## config.mk

```make
export PLATFORM = sky130hd
export DESIGN_NAME = vector_sweep_ctrl
export DESIGN_NICKNAME = d
export VERILOG_FILES = /design/src/rtl/vector_sweep_ctrl.sv
export SDC_FILE = /design/constraint.sdc
export NUM_CORES = 1
export LEC_CHECK = 0
export ABC_AREA = 1
export CAP_MARGIN = 25
export CORE_UTILIZATION = 30
export CTS_CLUSTER_SIZE = 10
export DETAILED_ROUTE_END_ITERATION = 10
export GPL_TIMING_DRIVEN = 1
export SYNTH_ARGS = -nofsm -noshare
export SYNTH_HDL_FRONTEND = slang
export SYNTH_SLANG_ARGS = --single-unit
```

## constraint.sdc

```tcl
create_clock -name CK -period 2.3 [get_ports CK]
set_input_delay 0.23 -clock CK [delete_from_list [all_inputs] [get_ports CK]]
set_output_delay 0.23 -clock CK [all_outputs]
set_load 0.005 [all_outputs]
```

## src/rtl/vector_sweep_ctrl.sv

```systemverilog
// Sweeps a stimulus vector over every N_WIDTH-bit value, lets each one settle,
// samples the single-bit DUT response and hands it out as a ready/valid record.
//
// state      | meaning
// -----------+-------------------------------------------------------------
// ST_IDLE    | waiting for start; dut_in parked at zero
// ST_SETTLE  | holding dut_in while the settle down-counter runs out
// ST_CAPTURE | latching dut_out and dut_in into the record registers
// ST_EMIT    | rec_valid high until the consumer accepts the record
// ST_DONE    | one-cycle done pulse after the all-ones vector is accepted
module vector_sweep_ctrl #(
    parameter int N_WIDTH = 5,
    parameter int SETTLE  = 1
) (
    input  logic               CK,
    input  logic               reset,
    input  logic               start,
    input  logic               abort,
    output logic [N_WIDTH-1:0] dut_in,
    input  logic               dut_out,
    output logic               rec_valid,
    input  logic               rec_ready,
    output logic [N_WIDTH-1:0] rec_vector,
    output logic               rec_bit,
    output logic               busy,
    output logic               done,
    output logic [N_WIDTH:0]   ones_count
);

    localparam logic [7:0]       SETTLE_LD = 8'(SETTLE);
    localparam logic [N_WIDTH:0] ONES_MAX  = {1'b1, {N_WIDTH{1'b0}}};

    typedef enum logic [2:0] {
        ST_IDLE,
        ST_SETTLE,
        ST_CAPTURE,
        ST_EMIT,
        ST_DONE
    } state_t;

    state_t     state;
    state_t     state_nxt;
    logic [7:0] settle_cnt;

    logic start_sweep;
    logic settle_ld;
    logic clr_vec;
    logic inc_vec;
    logic capture;
    logic count_one;

    always_ff @(posedge CK or posedge reset) begin
        if (reset) begin
            state <= ST_IDLE;
        end else begin
            state <= state_nxt;
        end
    end

    always_comb begin
        state_nxt   = state;
        start_sweep = 1'b0;
        settle_ld   = 1'b0;
        clr_vec     = 1'b0;
        inc_vec     = 1'b0;
        capture     = 1'b0;
        count_one   = 1'b0;
        case (state)
            ST_IDLE: begin
                // abort is meaningless here, so a coincident start still wins
                if (start) begin
                    start_sweep = 1'b1;
                    settle_ld   = 1'b1;
                    clr_vec     = 1'b1;
                    state_nxt   = ST_SETTLE;
                end
            end
            ST_SETTLE: begin
                if (abort) begin
                    clr_vec   = 1'b1;
                    state_nxt = ST_IDLE;
                end else if (settle_cnt <= 8'd1) begin
                    state_nxt = ST_CAPTURE;
                end
            end
            ST_CAPTURE: begin
                if (abort) begin
                    clr_vec   = 1'b1;
                    state_nxt = ST_IDLE;
                end else begin
                    capture   = 1'b1;
                    state_nxt = ST_EMIT;
                end
            end
            ST_EMIT: begin
                if (abort) begin
                    clr_vec   = 1'b1;
                    state_nxt = ST_IDLE;
                end else if (rec_ready) begin
                    count_one = rec_bit;
                    if (dut_in == '1) begin
                        state_nxt = ST_DONE;
                    end else begin
                        inc_vec   = 1'b1;
                        settle_ld = 1'b1;
                        state_nxt = ST_SETTLE;
                    end
                end
            end
            ST_DONE: begin
                clr_vec   = 1'b1;
                state_nxt = ST_IDLE;
            end
            default: begin
                clr_vec   = 1'b1;
                state_nxt = ST_IDLE;
            end
        endcase
    end

    always_ff @(posedge CK or posedge reset) begin
        if (reset) begin
            settle_cnt <= 8'd0;
            dut_in     <= '0;
            rec_vector <= '0;
            rec_bit    <= 1'b0;
            ones_count <= '0;
        end else begin
            if (settle_ld) begin
                settle_cnt <= SETTLE_LD;
            end else if (state == ST_SETTLE && settle_cnt != 8'd0) begin
                settle_cnt <= settle_cnt - 8'd1;
            end

            if (clr_vec) begin
                dut_in <= '0;
            end else if (inc_vec) begin
                dut_in <= dut_in + 1'b1;
            end

            if (start_sweep) begin
                ones_count <= '0;
            end else if (count_one && ones_count != ONES_MAX) begin
                ones_count <= ones_count + 1'b1;
            end

            if (capture) begin
                rec_bit    <= dut_out;
                rec_vector <= dut_in;
            end
        end
    end

    assign rec_valid = (state == ST_EMIT);
    assign busy      = (state != ST_IDLE);
    assign done      = (state == ST_DONE);

endmodule

```

==> results of run 1 <==
[per-layer routing]
| metal | up-vias | track usage | routed length (um) |
|---|---|---|---|
| met5 | - | 0 | 0 |
| met1 | 658 | 0.174 | 1810 |
| met2 | 23 | 0.213 | 1560 |
| li1 | 742 | - | - |
| met3 | 2 | 0.0275 | 103 |
| met4 | 0 | 0.0404 | 34 |
[worst paths after layout]
| check | startpoint | endpoint | slack, ns | cells after the start |
|---|---|---|---|---|
| worst max-delay path | state[1]$_DFFE_PP0P_ | done | 0.47 | 4 |
| worst min-delay path | reset | settle_cnt[2]$_DFFE_PP0P_ | 0.31 | 3 |
| worst max register to register | dut_in[0]$_DFFE_PP0P_ | dut_in[3]$_DFFE_PP0P_ | 0.52 | 12 |
| worst min register to register | rec_vector[3]$_DFFE_PP0P_ | rec_vector[3]$_DFFE_PP0P_ | 0.50 | 2 |
| max in group asynchronous | reset | ones_count[2]$_DFFE_PP0P_ | 1.71 | 3 |
| min in group CK | rec_vector[3]$_DFFE_PP0P_ | rec_vector[3]$_DFFE_PP0P_ | 0.50 | 2 |
[layout by cell type (no fill, tap or decap), types with 4 or more instances in the layout]
cell	Yosys	layout
nand2_1	60	60
dfrtp_1	28	28
clkdlybuf4s50_1	0	25
inv_1	23	23
nor2_1	19	19
nand3_1	18	18
nand4_1	10	10
ha_1	7	7
nor2_2	6	6
nand2_2	5	5
mux2_2	5	5
o21ai_0	4	4
[state kept, by name (all words and copies together) (netlist names)]
register,flops
ones_count,6
settle_cnt,8
state,3
dut_in,5
rec_bit,1
rec_vector,5
[Yosys cell counts (2+ instances only)]
library cell and count:
inv_1 23, dfrtp_1 28, nand2_1 60, nand4_1 10, nand3_1 18, inv_2 2
mux2_2 5, nand2_2 5, o21ai_0 4, nor2_1 19, nand3_2 3, o21ai_1 3
nor2_2 6, ha_1 7, xor2_1 3, nor2_4 2, o21ai_2 2
[critical path, delay by kind of cell (launching register included)]
kind | cells | cell delay, ns
flops | 1 | 0.45
buf+inv | 2 | 0.66
simple gates | 2 | 0.22
[power groups by stage]
stage                     clock network, mW  logic (mW)  registers, mW
after floorplan                           0       0.646          0.658
after global placement                    0       0.880          0.674
after detailed placement                  0       0.887          0.672
after CTS                             0.416       0.888          0.666
after global routing                  0.430       0.995          0.681
final                                 0.397       0.879          0.667
[cell type report]
type                            count  share of cell area
Multi-Input combinational cell    156               0.419
Inverter                           25              0.0450
Timing Repair Buffer               26               0.124
Clock buffer                        3              0.0198
Tap cell                           70              0.0420
Sequential cell                    28               0.336
Clock inverter                      1              0.0144
[metrics by stage]
step                      hold slack, ns   util  total power [mW]
after global routing               0.354  0.398              2.11
after global placement             0.473  0.384              1.55
after CTS                          0.315  0.398              1.97
final                              0.309  0.398              1.94
after floorplan                    0.295      -              1.30
after detailed placement           0.478  0.384              1.56
[kinds of logic (layout without fill, tap and decap cells)]
family | after synthesis | after routing
simple gates | 125 | 125
buf+inv | 25 | 55
flops | 28 | 28
xor+xnor | 3 | 3
compound gates | 16 | 16
fa+ha+maj | 7 | 7
mux | 5 | 5
==> out/qor.log, run 1 <==
INFO  run_status     run_status=complete, no violations
INFO  layout         multi_input_area=872squm
INFO  timing         totalNegativeSetupSlack=0ns
INFO  pwr            pwr-share-clk=0.204
INFO  global_route   grt_usage=0.131
INFO  pwr            p_leak=1.02nW
INFO  detailed_routing route.antenna.remaining_nets=0
INFO  layout         layout-drive-gt1-share=0.138
INFO  die            design.core.area=0.00524sqmm
INFO  yosys          synth_compound_gate_area_share=0.0676
INFO  layout         syn_to_final_growth=25.0%
INFO  global_route   grt_antenna_before_repair=0
INFO  critical_path  cp_cell_sequence=inv_1 -> nand2_2 -> nor2_1 -> clkdlybuf4s50_1
INFO  yosys          post_synth_instance_area=0.00167sqmm
INFO  critical_path  critPathLaunchType=flip-flop
INFO  place          gp_routability_congestion=0.852
INFO  pwr            internal_cell_power=1.16mW
INFO  pwr            p_sw=784uW
INFO  die            floorplan.die_area=0.00586sqmm
INFO  critical_path  worst-setup-path-type=reg2out
INFO  layout         register_area=701squm
INFO  cts            post_cts.repair.setup_buffers=0
INFO  yosys          synth-async-reset-ratio=1.00
INFO  yosys          yosysSeqAreaShare=0.420
INFO  critical_path  critical_path_peak_fanout=4
INFO  cts            cts_root_buffer=clkbuf_8
INFO  flow_run       maxCapViolations=0
INFO  yosys          top_cell_type_by_total_area_after_synthesis=dfrtp_1
INFO  global_route   global_route_wire_length_before_repair=6190um
INFO  layout         n_fill_cell=540
INFO  critical_path  critical-path-max-stage-delay=0.52ns
INFO  pwr            p_per_area=933mW/mm^2
INFO  cts            clock_tree_from_tritoncts=yes
INFO  yosys          synth_top_area_frac=0.420
INFO  yosys          synth_nets=222
INFO  yosys          number_of_library_cell_types_mapped_by_synthesis=26
INFO  timing         max_slew_margin=0.744
INFO  pwr            share_comb_of_total_power=0.452
INFO  timing         max_freq=0.547GHz
INFO  layout         num_antenna_cells=0
INFO  layout         final_nets=253
INFO  die            die_height=76.5um
INFO  yosys          netlist_top_cells_area=dfrtp_1, nand2_1, nand3_1
INFO  layout         final_cell_area=0.00208sqmm
INFO  timing         layout_worst_path_cycle_share=0.795
INFO  cts            cts.hold.buffers_added=0
INFO  cts            clkTransAtPathRegs=0.10ns
INFO  detailed_routing dr.first_iter.drc_count=43
INFO  cts            worstSkewPairLatency=0.28ns
INFO  critical_path  critPathCaptureType=primary output
INFO  detailed_routing routed-via-count=1,425
INFO  cts            ctsLongestPathBuffers=2
INFO  place          post-place-cells=305
INFO  yosys          synth-main-ff-cell=dfrtp_1
INFO  timing         finalMaxSlewViolations=0
INFO  cts            numClockSinks=28
INFO  yosys          postSynthRegisterBits=28
INFO  die            die_x=76.5um
INFO  cts            cts_inserted_buffers=3
INFO  timing         grt_setup_unrepaired=false
INFO  detailed_routing route.final.wire_length=3510um
INFO  yosys          synth-simple-area-share=0.354
INFO  critical_path  worstPathRequired=2.07ns
INFO  timing         layout_min_cycle_time=1.83ns
INFO  pwr            power.share.sequential=0.343
INFO  layout         final_cell_count_no_fill=309
INFO  timing         final.setup_skew=0.00251ns
INFO  timing         finalWorstSetupSlack=0.471ns
INFO  global_route   pin_count_of_the_biggest_net_entering_global_routing=29
INFO  detailed_routing drcViolationCount=0
INFO  global_route   grt_overflow=0
INFO  place          dpl-instance-area=0.00201sqmm
INFO  yosys          xor_xnor_fraction_of_synth_area=0.0158
INFO  yosys          yosysWarningCount=0
INFO  die            io_pins=26
INFO  min_path       hp-class=in2async
INFO  critical_path  worst_path_max_delay_cell=clkdlybuf4s50_1
INFO  yosys          post_synth_mux_area_share=0.0338
INFO  detailed_routing avgRoutedWirePerCell=11.4um
INFO  die            initial_core_util=0.318
INFO  die            row_count=26
INFO  yosys          number_of_enable_type_register_cells_in_the_synthesized_netlist=0
INFO  yosys          syn_area_per_cell=7.97squm
INFO  timing         timing_worst_slew_pin_value=0.384ns
INFO  detailed_routing post_drt_via_cell_ratio=4.61
INFO  cts            cts_htree_levels=1
INFO  place          portBuffers=25
INFO  pwr            vdd_ir_drop_max=0.333mV
INFO  place          dp_hpwl=2590um
INFO  global_route   vias_in_the_first_global_route=1,346
INFO  place          place_worst_setup_slack=0.523ns
INFO  cts            cts.repair.resized=0
INFO  yosys          yosys.area_share.adder=0.0526
INFO  yosys          post_synth_inst_count=209
INFO  critical_path  cp.arrival=1.60ns
INFO  pwr            switching_share=0.404
INFO  detailed_routing drt_first_pass_iters=4
INFO  yosys          combinational_family_with_the_most_area_after_synthesis=simple AND/OR/NAND/NOR gates
INFO  timing         timing_hold_violations_final=0
INFO  timing         setup_viol_count_final=0
Power figures use the tool's default switching activity.
==> run 2, diff against run 1 <==
==> constraint.sdc (replaced) <==
create_clock -name CK -period 1.68 [get_ports CK]
set_input_delay 0.168 -clock CK [delete_from_list [all_inputs] [get_ports CK]]
set_output_delay 0.168 -clock CK [all_outputs]
set_load 0.005 [all_outputs]
==> out/qor.log, run 2 (synthesis results as in run 1) <==
INFO  layout         layout.cells.most_common_list=nand2_1, dfrtp_1, clkdlybuf4s50_1, inv_1, nand3_1
INFO  detailed_routing dr.first_iter.drc_count=51
INFO  run_status     run_status=complete, no violations
INFO  pwr            power.share.sequential=0.318
INFO  detailed_routing avgRoutedWirePerCell=11.2um
INFO  pwr            p_per_area=1270mW/mm^2
INFO  layout         registers.top_by_ff_count=settle_cnt
INFO  cts            ctsLongestPathBuffers=2
INFO  timing         setup_viol_count_final=0
INFO  timing         totalNegativeSetupSlack=0ns
INFO  critical_path  reg2reg_from=dut_in[1]$_DFFE_PP0P_
INFO  pwr            p_sw=1.12mW
INFO  detailed_routing drcViolationCount=0
INFO  timing         final.setup_skew=0.0101ns
INFO  timing         finalWorstSetupSlack=0.0678ns
INFO  critical_path  worst-setup-path-type=reg2out
INFO  global_route   global_route_wire_length_before_repair=6130um
INFO  global_route   grt_antenna_before_repair=0
INFO  cts            cts.hold.buffers_added=0
INFO  die            die_height=76.5um
INFO  layout         final_cell_area=0.00221sqmm
INFO  pwr            share_comb_of_total_power=0.491
INFO  global_route   grt_usage=0.130
INFO  pwr            fin_total_pwr=2.82mW
INFO  layout         final_cell_count_no_fill=324
INFO  global_route   vias_in_the_first_global_route=1,315
INFO  critical_path  critical-path-top-delay-family=buffers and inverters
INFO  timing         layout_min_cycle_time=1.61ns
INFO  global_route   pin_count_of_the_biggest_net_entering_global_routing=29
INFO  cts            cts_htree_levels=1
INFO  timing         timing_hold_violations_final=0
INFO  critical_path  setup.reg_to_reg.worst_slack=0.08ns
INFO  cts            numClockSinks=28
INFO  layout         utilization=0.423
INFO  detailed_routing route.final.wire_length=3630um
INFO  critical_path  critPathCaptureType=primary output
INFO  cts            worstSkewPairLatency=0.28ns
INFO  timing         grt_setup_unrepaired=true
INFO  place          dpl-instance-area=0.00206sqmm
INFO  critical_path  cp.arrival=1.44ns
INFO  timing         hold-worst-slack=0.238ns
INFO  pwr            pwr-share-clk=0.191
INFO  pwr            p_leak=1.09nW
INFO  timing         max_freq=0.620GHz
INFO  critical_path  path_buf_inv=2
INFO  min_path       hp-class=in2async
INFO  cts            cts_inserted_buffers=3
INFO  cts            clkTransAtPathRegs=0.10ns
INFO  flow_run       maxCapViolations=0
INFO  critical_path  worstPathRequired=1.51ns
INFO  critical_path  critical-path-max-stage-delay=0.50ns
INFO  detailed_routing routed-via-count=1,489
INFO  pwr            internal_cell_power=1.70mW
INFO  layout         largest_register_ffs=8
INFO  timing         layout_worst_path_cycle_share=0.960
INFO  layout         largest_registers=settle_cnt x8, ones_count x6
INFO  timing         timing_worst_slew_pin_value=0.371ns
INFO  die            io_pins=26
INFO  die            design.core.area=0.00524sqmm
INFO  pwr            switching_share=0.397
INFO  critical_path  r2r.worst_path.cells=11
INFO  place          place_worst_setup_slack=-0.0257ns
INFO  layout         layout-drive-gt1-share=0.228
INFO  die            initial_core_util=0.318
INFO  cts            clock_tree_from_tritoncts=yes
INFO  detailed_routing drt_first_pass_iters=4
INFO  place          post-place-cells=312
INFO  die            row_count=26
INFO  cts            cts_root_buffer=clkbuf_8
INFO  critical_path  cp_cell_sequence=inv_2 -> nand2_2 -> nor2_1 -> clkdlybuf4s50_1
INFO  die            die_x=76.5um
INFO  pwr            vdd_ir_drop_max=0.649mV
INFO  critical_path  critPathLaunchType=flip-flop
INFO  detailed_routing post_drt_via_cell_ratio=4.60
INFO  layout         syn_to_final_growth=32.8%
INFO  timing         max_slew_margin=0.752
INFO  layout         commonest_non_fill_non_tap_cell_in_the_layout=nand2_1
INFO  place          portBuffers=25
INFO  timing         finalMaxSlewViolations=0
INFO  layout         final_nets=268
INFO  detailed_routing route.antenna.remaining_nets=0
INFO  global_route   grt_overflow=0
INFO  place          gp_routability_congestion=0.786
INFO  die            floorplan.die_area=0.00586sqmm
INFO  critical_path  critical_path_peak_fanout=3
INFO  critical_path  reg2reg_to=settle_cnt[4]$_DFFE_PP0P_
INFO  place          dp_hpwl=2640um
INFO  layout         num_antenna_cells=0
INFO  critical_path  worst_path_max_delay_cell=clkdlybuf4s50_1
run 2: routing by layer:
layer / vias to the layer above / part of all wire / global-route usage
met5: - / 0 / 0
met4: 0 / 0.018 / 0.0692
met3: 4 / 0.029 / 0.0204
met2: 26 / 0.46 / 0.203
met1: 686 / 0.50 / 0.172
li1: 773 / - / -
run 2: worst max path at each step:
| stage | slack, ns | depth (start not counted) | end | startpoint |
|---|---|---|---|---|
| 2_1_floorplan | 0.01 | 12 | dut_in[3]$_DFFE_PP0P_ | dut_in[0]$_DFFE_PP0P_ |
| 3_3_place_gp | 0.05 | 12 | settle_cnt[2]$_DFFE_PP0P_ | dut_in[0]$_DFFE_PP0P_ |
| 3_5_place_dp | -0.03 | 12 | dut_in[3]$_DFFE_PP0P_ | dut_in[0]$_DFFE_PP0P_ |
| 4_1_cts | 0.0003 | 12 | settle_cnt[4]$_DFFE_PP0P_ | dut_in[0]$_DFFE_PP0P_ |
| 5_1_grt | -0.04 | 12 | settle_cnt[7]$_DFFE_PP0P_ | dut_in[1]$_DFFE_PP0P_ |
| 6_report | 0.07 | 4 | done | state[1]$_DFFE_PP0P_ |
run 2: layout make-up:
cell class                 count  area (sq um)
fill                         526          3020
multi-input combinational    156           887
sequential                    28           701
timing repair buffer          41           370
inverter                      25          96.3
tap                           70          87.6
clock buffer                   3          41.3
clock inverter                 1          30.0
run 2: power groups by stage:
stage	combinational (mW)	clock, mW	sequential [mW]
final	1.39	0.539	0.896
after CTS	1.28	0.566	0.897
after global routing	1.55	0.588	0.914
after global placement	1.24	0	0.914
after detailed placement	1.25	0	0.914
after floorplan	0.884	0	0.901
run 2: what timing repair did:
item | in CTS | in global routing
pin swaps | 2 | 8
gates resized for setup | 4 | 7
setup endpoints to repair | 8 | 14
setup buffers | 2 | 6
run 2: worst register-to-register path, cell delays in order, from the launching register on:
cell and delay, ns:
dfrtp_1 0.40, ha_2 0.19, nand2_1 0.05, nor2_1 0.04
ha_2 0.17, inv_2 0.06, nand3_2 0.09, nor2_4 0.16
nor2_4 0.08, buf_4 0.14, nand4_1 0.06, nand2_1 0.06
==> run 3, diff against run 2 <==
--- a/config.mk
+++ b/config.mk
@@ -5,12 +5,12 @@
 export SDC_FILE = /design/constraint.sdc
 export NUM_CORES = 1
 export LEC_CHECK = 0
-export ABC_AREA = 1
 export CAP_MARGIN = 25
 export CORE_UTILIZATION = 30
 export CTS_CLUSTER_SIZE = 10
 export DETAILED_ROUTE_END_ITERATION = 10
 export GPL_TIMING_DRIVEN = 1
+export SKIP_CTS_REPAIR_TIMING = 1
 export SYNTH_ARGS = -nofsm -noshare
 export SYNTH_HDL_FRONTEND = slang
 export SYNTH_SLANG_ARGS = --single-unit
==> out/qor.log, run 3 <==
INFO  global_route   grt_overflow=0
INFO  yosys          synth_top_area_frac=0.475
INFO  global_route   grt_usage=0.140
INFO  yosys          synth-main-ff-cell=dfrtp_1
INFO  detailed_routing route.final.wire_length=3340um
INFO  cts            ctsLongestPathBuffers=2
INFO  cts            cts_inserted_buffers=3
INFO  place          place_worst_setup_slack=-0.258ns
INFO  layout         layout.cells.most_common_list=dfrtp_1, buf_4, clkdlybuf4s50_1, nand2_1, nor2_1
INFO  pwr            p_per_area=1210mW/mm^2
INFO  cts            cts_root_buffer=clkbuf_8
INFO  yosys          synth-async-reset-ratio=1.00
INFO  layout         largest_registers=settle_cnt x8, ones_count x6
INFO  die            io_pins=26
INFO  timing         finalMaxSlewViolations=0
INFO  yosys          number_of_library_cell_types_mapped_by_synthesis=39
INFO  cts            clkTransAtPathRegs=0.10ns
INFO  pwr            fin_total_pwr=2.63mW
INFO  layout         num_antenna_cells=0
INFO  die            floorplan.die_area=0.00520sqmm
INFO  die            row_count=25
INFO  min_path       hp-class=in2async
INFO  yosys          yosysWarningCount=0
INFO  detailed_routing route.antenna.remaining_nets=0
INFO  run_status     run_status=complete, but fails checks
INFO  die            initial_core_util=0.312
INFO  yosys          synth_common_cells=dfrtp_1, nand2_1, nor2_1
INFO  pwr            vdd_ir_drop_max=0.450mV
INFO  layout         syn_to_final_growth=47.4%
INFO  cts            cts_htree_levels=1
INFO  critical_path  critPathLaunchType=flip-flop
INFO  place          post-place-cells=262
INFO  die            die_x=72.1um
INFO  run_status     violations_in_the_final_reports=negative setup slack
INFO  layout         final_nets=215
INFO  critical_path  worst_path_max_delay_cell=dfrtp_1
INFO  critical_path  worstPathRequired=1.90ns
INFO  yosys          syn_area_per_cell=10.0squm
INFO  critical_path  worst-setup-path-type=reg2reg
INFO  layout         utilization=0.460
INFO  detailed_routing avgRoutedWirePerCell=12.5um
INFO  detailed_routing post_drt_via_cell_ratio=4.63
INFO  place          dpl-instance-area=0.00201sqmm
INFO  timing         setup_viol_count_final=8
INFO  timing         max_slew_margin=0.711
INFO  timing         timing_hold_violations_final=0
INFO  timing         timing_worst_slew_pin_value=0.432ns
INFO  detailed_routing drcViolationCount=0
INFO  die            die_height=72.1um
INFO  yosys          post_synth_inst_count=147
INFO  yosys          number_of_enable_type_register_cells_in_the_synthesized_netlist=0
INFO  layout         layout-drive-gt1-share=0.303
INFO  timing         layout_worst_path_cycle_share=1.08
INFO  cts            worstSkewPairLatency=0.28ns
INFO  critical_path  critical_path_peak_fanout=5
INFO  layout         registers.top_by_ff_count=settle_cnt
INFO  critical_path  critical-path-max-stage-delay=0.40ns
INFO  yosys          yosysSeqAreaShare=0.475
INFO  critical_path  cp_cell_sequence=ha_2 -> and3_4 -> ha_4 -> or3_4 -> or3_4 -> a21oi_2
INFO  yosys          postSynthRegisterBits=28
INFO  timing         layout_min_cycle_time=1.81ns
INFO  detailed_routing dr.first_iter.drc_count=74
INFO  yosys          netlist_top_cells_area=dfrtp_1, ha_1, mux2_2
INFO  timing         final.setup_skew=0.00473ns
INFO  yosys          synth_nets=160
INFO  detailed_routing routed-via-count=1,242
INFO  yosys          yosys.cell_count.top_type=dfrtp_1
INFO  layout         final_cell_count_no_fill=268
INFO  timing         finalWorstSetupSlack=-0.130ns
INFO  timing         grt_setup_unrepaired=true
INFO  cts            numClockSinks=28
INFO  global_route   grt_antenna_before_repair=0
INFO  place          gp_routability_congestion=0.733
INFO  yosys          post_synth_instance_area=0.00148sqmm
INFO  place          dp_hpwl=2470um
INFO  global_route   vias_in_the_first_global_route=1,251
INFO  critical_path  critPathMostFrequentCell=or3_4
INFO  cts            clock_tree_from_tritoncts=yes
INFO  detailed_routing drt_first_pass_iters=4
INFO  timing         max_freq=0.552GHz
INFO  critical_path  cp.arrival=2.03ns
INFO  global_route   global_route_wire_length_before_repair=5670um
INFO  die            design.core.area=0.00472sqmm
INFO  layout         final_cell_area=0.00217sqmm
INFO  place          portBuffers=25
INFO  layout         largest_register_ffs=8
INFO  timing         hold-worst-slack=0.241ns
INFO  timing         totalNegativeSetupSlack=-0.334ns
INFO  critical_path  critPathCaptureType=flip-flop
INFO  yosys          top_cell_type_by_total_area_after_synthesis=dfrtp_1
INFO  layout         commonest_non_fill_non_tap_cell_in_the_layout=dfrtp_1
INFO  global_route   pin_count_of_the_biggest_net_entering_global_routing=29
INFO  pwr            p_leak=1.01nW
INFO  flow_run       maxCapViolations=0
## run 3: kinds of logic (layout without fill, tap and decap cells)
family                     after synthesis  in the layout  synth area share
and+or+nand+nor                         70             70             0.258
buffers and inverters                    9             63            0.0263
muxes                                   10             10            0.0738
DFF                                     28             28             0.475
AOI/OAI and AO/OA                       17             17            0.0721
adders and majority gates                7              7            0.0594
xor gates and xnor gates                 6              6            0.0356
## run 3: layout make-up
cell class / instances / area (sq um)
Inverter: 6 / 22.5
Fill cell: 470 / 2550
Sequential cell: 28 / 701
Tap cell: 67 / 83.8
Timing Repair Buffer: 53 / 473
Clock buffer: 3 / 41.3
Clock inverter: 1 / 30.0
Multi-Input combinational cell: 110 / 823
## run 3: routing by layer
layer	part of all wire	GRT usage
met1	0.50	0.195
met2	0.46	0.219
met3	0.027	0.0236
met4	0.015	0.0523
met5	0	0
## run 3: power breakdown
group | total, mW | leakage [nW] | switching (mW) | internal, mW
clock network | 0.549 | 0.0357 | 0.229 | 0.320
registers | 0.923 | 0.380 | 0.131 | 0.792
logic | 1.15 | 0.594 | 0.550 | 0.604
## run 3: final timing paths
check / start / endpoint / slack [ns] / cells after the start
setup reg to reg: dut_in[1]$_DFFE_PP0P_ / dut_in[3]$_DFFE_PP0P_ / -0.13 / 6
max in group asynchronous: reset / ones_count[1]$_DFFE_PP0P_ / 1.18 / 3
hold reg to reg: rec_vector[1]$_DFFE_PP0P_ / rec_vector[1]$_DFFE_PP0P_ / 0.52 / 1
hold / removal: reset / dut_in[1]$_DFFE_PP0P_ / 0.24 / 3
min in group CK: rec_vector[1]$_DFFE_PP0P_ / rec_vector[1]$_DFFE_PP0P_ / 0.52 / 1
setup / recovery: dut_in[1]$_DFFE_PP0P_ / dut_in[3]$_DFFE_PP0P_ / -0.13 / 6
## run 3: critical path: cells and delay by family (launching register included)
family,cells,cell delay (ns)
compound gates,1,0.11
simple gates,3,0.88
fa+ha+maj,2,0.36
flops,1,0.40
